==> config.mk <==
export PLATFORM = sky130hd
export DESIGN_NAME = stall_timer
export DESIGN_NICKNAME = d
export VERILOG_FILES = /design/src/rtl/strawberry_pkg.sv /design/src/rtl/rise_detect.sv /design/src/rtl/stall_timer.sv
export SDC_FILE = /design/constraint.sdc
export NUM_CORES = 1
export LEC_CHECK = 0
export ABC_AREA = 1
export BUFFER_PORTS_ARGS = -buffer_cell sky130_fd_sc_hd__buf_2
export CORE_MARGIN = 2
export CORE_UTILIZATION = 44
export CTS_CLUSTER_DIAMETER = 60
export DETAILED_ROUTE_END_ITERATION = 10
export PLACE_DENSITY = 0.7
export RECOVER_POWER = 100
export SLEW_MARGIN = 15
export SYNTH_ARGS = -nofsm -noshare
export SYNTH_HDL_FRONTEND = slang
export SYNTH_SLANG_ARGS = --single-unit
==> constraint.sdc <==
create_clock -name clk -period 3.8 [get_ports clk]
set_clock_uncertainty 0.1 [all_clocks]
set_input_delay 0.76 -clock clk [delete_from_list [all_inputs] [get_ports clk]]
set_output_delay 0.76 -clock clk [all_outputs]
set_load 0.01 [all_outputs]
==> src/rtl/strawberry_pkg.sv <==
// Shared constants for the strawberry core pipeline-control blocks.
// Retrigger policies select how a new stall request merges with one already counting.
package strawberry_pkg;

   localparam int MODE_MAX     = 0;
   localparam int MODE_RESTART = 1;
   localparam int MODE_ADD_SAT = 2;

endpackage

==> src/rtl/rise_detect.sv <==
// Per-bit rising-edge detector: registers the input and flags 0->1 transitions.
// The register clears on reset, so a level held through reset reads as a rise on release.
module rise_detect #(
   parameter int W = 1
) (
   input  logic         clk,
   input  logic         rst,
   input  logic [W-1:0] in,
   output logic [W-1:0] rise
);

   logic [W-1:0] in_q;
   logic [W-1:0] in_d;

   always_comb begin
      in_d = in;
   end

   always_ff @(posedge clk or posedge rst) begin
      if (rst) begin
         in_q <= '0;
      end else begin
         in_q <= in_d;
      end
   end

   assign rise = in & ~in_q;

endmodule

==> src/rtl/stall_timer.sv <==
// Programmable PC-stall generator: holds pcEn low for the merged delay of rising requests.
// Idle/stall is implied by count_q (zero or not); there is no separate state register.
module stall_timer
   import strawberry_pkg::*;
#(
   parameter int CNT_W = 3,
   parameter int N_REQ = 4,
   parameter int MODE  = MODE_MAX
) (
   input  logic                   clk,
   input  logic                   rst,
   input  logic [N_REQ-1:0]       req,
   input  logic [N_REQ*CNT_W-1:0] req_delay,
   input  logic                   flush,
   output logic                   pcEn,
   output logic                   busy,
   output logic [CNT_W-1:0]       remaining,
   output logic                   done
);

   localparam logic [CNT_W-1:0] CNT_MAX = '1;

   logic [N_REQ-1:0]            trig;
   logic [N_REQ-1:0][CNT_W-1:0] cand;
   logic [CNT_W-1:0]            load;

   logic [CNT_W-1:0] count_q;
   logic [CNT_W-1:0] count_d;
   logic             done_q;
   logic             done_d;

   logic [CNT_W-1:0] dec;
   logic [CNT_W:0]   sum;

   rise_detect #(
      .W (N_REQ)
   ) u_rise (
      .clk  (clk),
      .rst  (rst),
      .in   (req),
      .rise (trig)
   );

   // Non-triggering requesters contribute zero so they never win the max.
   for (genvar i = 0; i < N_REQ; i++) begin : g_cand
      assign cand[i] = trig[i] ? req_delay[i*CNT_W +: CNT_W] : '0;
   end

   always_comb begin
      load = '0;
      for (int i = 0; i < N_REQ; i++) begin
         if (cand[i] > load) begin
            load = cand[i];
         end
      end
   end

   always_comb begin
      dec = count_q - 1'b1;
      sum = {1'b0, dec} + {1'b0, load};
   end

   always_comb begin
      count_d = count_q;
      done_d  = 1'b0;
      if (flush) begin
         count_d = '0;
      end else if (count_q == '0) begin
         if (load != '0) begin
            count_d = load;
         end
      end else if (load == '0) begin
         count_d = dec;
         done_d  = (dec == '0);
      end else begin
         // Retrigger with a nonzero load always leaves the count nonzero, so no done.
         if (MODE == MODE_RESTART) begin
            count_d = load;
         end else if (MODE == MODE_ADD_SAT) begin
            count_d = (sum > {1'b0, CNT_MAX}) ? CNT_MAX : sum[CNT_W-1:0];
         end else begin
            count_d = (dec > load) ? dec : load;
         end
      end
   end

   always_ff @(posedge clk or posedge rst) begin
      if (rst) begin
         count_q <= '0;
         done_q  <= 1'b0;
      end else begin
         count_q <= count_d;
         done_q  <= done_d;
      end
   end

   assign pcEn      = (count_q == '0);
   assign busy      = ~pcEn;
   assign remaining = count_q;
   assign done      = done_q;

endmodule

==> summary.md <==
| Metric | Value |
|---|---|
| Outcome | finished with violations |
| Failing checks | setup timing |
| Crit-path max cell delay | 0.29 ns |
| Worst Reg-to-Reg Cells | 28 |
| DRC marker count from the first detailed-route iteration | 56 |
| Final GP Congestion | 0.867 |
| Slew HR | 77.8% |
| Worst-Margin Slew | 0.332 ns |
| DR vias | 1,408 |
| Final standard cell area without fillers | 1950 µm² |
| Sw power | 694 µW |
| Max Clk Rate | 220 MHz |
| TritonCTS clock tree | yes |
| Tot Pwr | 1.39 mW |
| Final #Nets | 265 |
| MaxCap Viol Count | 0 |
| HPWL reported at the end of detailed placement | 2420 µm |
| CP Capture Type | flop |
| Crit-path leading delay family | simple AND/OR/NAND/NOR gates |
| Clock Latency Late Sink | 0.26 ns |
| Global-route wire length before repair | 5060 µm |
| Clock sinks | 8 |
| Final Slew Violations | 0 |
| Final worst setup slack | -0.737 ns |
| Synth area leader | dfrtp_1 |
| Internal | 694 µW |
| Total Wirelength | 4290 µm |
| Final period utilization | 119% |
| Crit-path slowest cell | ha_4 |
| Drt pass-1 iters | 4 |
| Post-cts hold buffer count | 0 |
| Area share of the largest cell type after synthesis | 19.2% |
| Critical path class | primary input to flop |
| Number of synthesized register bits | 8 |
| RSZ-0062 raised after global routing | yes |
| Starting Density | 46.8% |
| Initial antenna violation count | 0 |
| Ant diodes | 0 |
| Top-count cell post-synth | nand3_1 |
| Worst Setup Start Kind | primary input |
| Vias in the first global route | 1,261 |
| Finish-stage setup viols | 4 |
| Die Wd | 52.7 µm |
| Crit path buf inv count | 3 |
| Layout Area Growth over Synthesis | 86.3% |
| Fraction of layout cells with a size suffix above 1 | 64.2% |
| Clock slew at reported path FFs | 0.06 ns |
| CP max FO | 6 |
| H-tree levels | 1 |
| Std cell rows | 17 |
| Syn avg cell area | 6.78 µm² |
| Largest net degree at the start of global routing | 9 |
| FF-to-FF End | remaining[2]$_DFFE_PP0P_ |
| Placeable Area | 2230 µm² |
| Dominant synthesized flop cell | dfrtp_1 |
| CTS max path bufs | 2 |
| Mapped cell area | 1040 µm² |
| Setup slack, reg-to-reg | -0.71 ns |
| Post-layout min period | 4.54 ns |
| Crit path depth | 29 |
| Post-synthesis sequential area ratio | 19.2% |
| Die Y | 52.7 µm |
| Finished Core Util | 87.2% |
| Sw Share | 50.0% |
| ANT nets after route | 0 |
| Routed WL per cell | 16.7 µm |
| Post-synth cell types | 23 |
| Register area | 200 µm² |
| Reg2reg start | u_rise.in_q[0]$_DFF_PP0_ |
| Placed cell areas | 1600 µm² |
| Worst Path Arrival | 4.56 ns |
| Cts bufs inserted | 3 |
| Yosys warning count | 0 |
| Hold Path Class | primary input to asynchronous set/reset pin |
| Leakage | 1.02 nW |
| Crit path required time | 3.82 ns |
| Number of synthesized flops with an enable pin | 0 |
| Die footprint | 2780 µm² |
| Gate Count Post-Synth | 154 |
| Final routed DRC violation total | 0 |
| Boundary Pins | 25 |
| DP Worst Slack | -1.09 ns |
| Largest cells by area after synthesis | dfrtp_1 (19%), ha_1 (18%), nand3_1 (16%) |
| FFs w/ async S/R, synth | 100% |
| PD cells | 713 nW/µm² |
| Via-to-Cell Ratio | 5.48 |
| Root Buffer | clkbuf_4 |
| Footprint of the multi-input gates | 1060 µm² |
| Port bufs | 24 |
| GRT overflow | 0 |
| Most used cell, CP | nand2_4 |
| Combinational share of power | 86.6% |
| Post-Syn Nets | 188 |
| Clock power frac | 4.8% |
| Flop pwr share | 8.6% |
| Filler Cell Count | 116 |
| Final Hold Fails | 0 |
| Commonest cells in the netlist | nand3_1 (34), nand2_1 (33), inv_1 (28), ha_1 (15), dfrtp_1 (8) |
| Gr usage total | 24.4% |
| IR Drop Worst-Case VDD | 0.771 mV |
## flip-flops by register name (all words and copies together) (netlist names)
register	flops
done	1
remaining	3
u_rise.in_q	4
## kinds of logic after synthesis
group           share of synthesized area (%)
simple gates                             44.8
xor+xnor                                0.838
compound gates                           6.83
buf+inv                                  10.4
fa+ha+maj                                18.0
flops                                    19.2
## power groups by stage
| stage | clock [mW] | combinational [mW] | sequential (mW) |
|---|---|---|---|
| floorplan | 0 | 0.585 | 0.123 |
| global placement | 0 | 0.829 | 0.119 |
| detailed placement | 0 | 0.857 | 0.119 |
| CTS | 0.0642 | 0.985 | 0.118 |
| global route | 0.0700 | 1.29 | 0.122 |
| finish | 0.0664 | 1.20 | 0.120 |
## worst max-delay path by stage
stage / startpoint / endpoint / slack, ns
after floorplan: req[1] / remaining[1]$_DFFE_PP0P_ / -0.61
after global routing: req[1] / remaining[1]$_DFFE_PP0P_ / -0.88
after global placement: req[1] / remaining[1]$_DFFE_PP0P_ / -0.92
after detailed placement: req[1] / remaining[1]$_DFFE_PP0P_ / -1.09
after CTS: req[1] / remaining[1]$_DFFE_PP0P_ / -0.52
final: req[1] / remaining[2]$_DFFE_PP0P_ / -0.74
## repair_timing
| action | in CTS | in global routing |
|---|---|---|
| buffers inserted | 9 | 7 |
| pin swaps | 26 | 33 |
| resized for setup | 28 | 25 |
| setup endpoints to repair | 4 | 4 |
## cell usage in the layout (no fill, tap or decap)
master | netlist | layout
a21oi_1 | 2 | 1
a21oi_2 | 2 | 1
a21oi_4 | 0 | 2
and2_1 | 2 | 1
and2_4 | 0 | 1
buf_12 | 0 | 1
buf_2 | 0 | 21
buf_4 | 0 | 47
buf_6 | 0 | 2
buf_8 | 0 | 1
clkbuf_4 | 0 | 3
dfrtp_1 | 8 | 8
ha_1 | 15 | 5
ha_2 | 0 | 2
ha_4 | 0 | 8
inv_1 | 28 | 21
inv_2 | 1 | 8
nand2_1 | 33 | 18
nand2_2 | 4 | 14
nand2_4 | 3 | 7
nand2_8 | 0 | 1
nand3_1 | 34 | 21
nand3_2 | 3 | 12
nand3_4 | 1 | 5
nand4_1 | 1 | 1
nor2_1 | 6 | 3
nor2_2 | 2 | 4
nor2_4 | 0 | 1
nor3_2 | 0 | 1
o211ai_1 | 1 | 1
o21ai_0 | 3 | 1
o21ai_2 | 0 | 2
o21ai_4 | 1 | 2
or2_4 | 1 | 1
xnor2_1 | 1 | 1
## area by class of cell
class / count / area share, %
flip-flops and latches: 8 / 10.3
multi-input cells: 117 / 54.7
clock buffers: 3 / 1.16
inverters: 29 / 5.59
well taps: 28 / 1.80
repair buffers: 72 / 26.5
## stage by stage
step,instances,TNS (ns),hold WS (ns)
floorplan,154,-1.60,0.459
global placement,238,-3.01,0.435
detailed placement,238,-3.49,0.461
CTS,250,-1.58,0.344
global route,257,-2.97,0.365
finish,257,-2.42,0.329
## per-layer routing
| layer | global-route usage (%) | share of wire, % |
|---|---|---|
| met1 | 28.0 | 38 |
| met2 | 46.9 | 52 |
| met3 | 2.29 | 6.0 |
| met4 | 6.84 | 4.5 |
| met5 | 0 | 0 |
No activity file was read; power rests on OpenSTA's default activity.
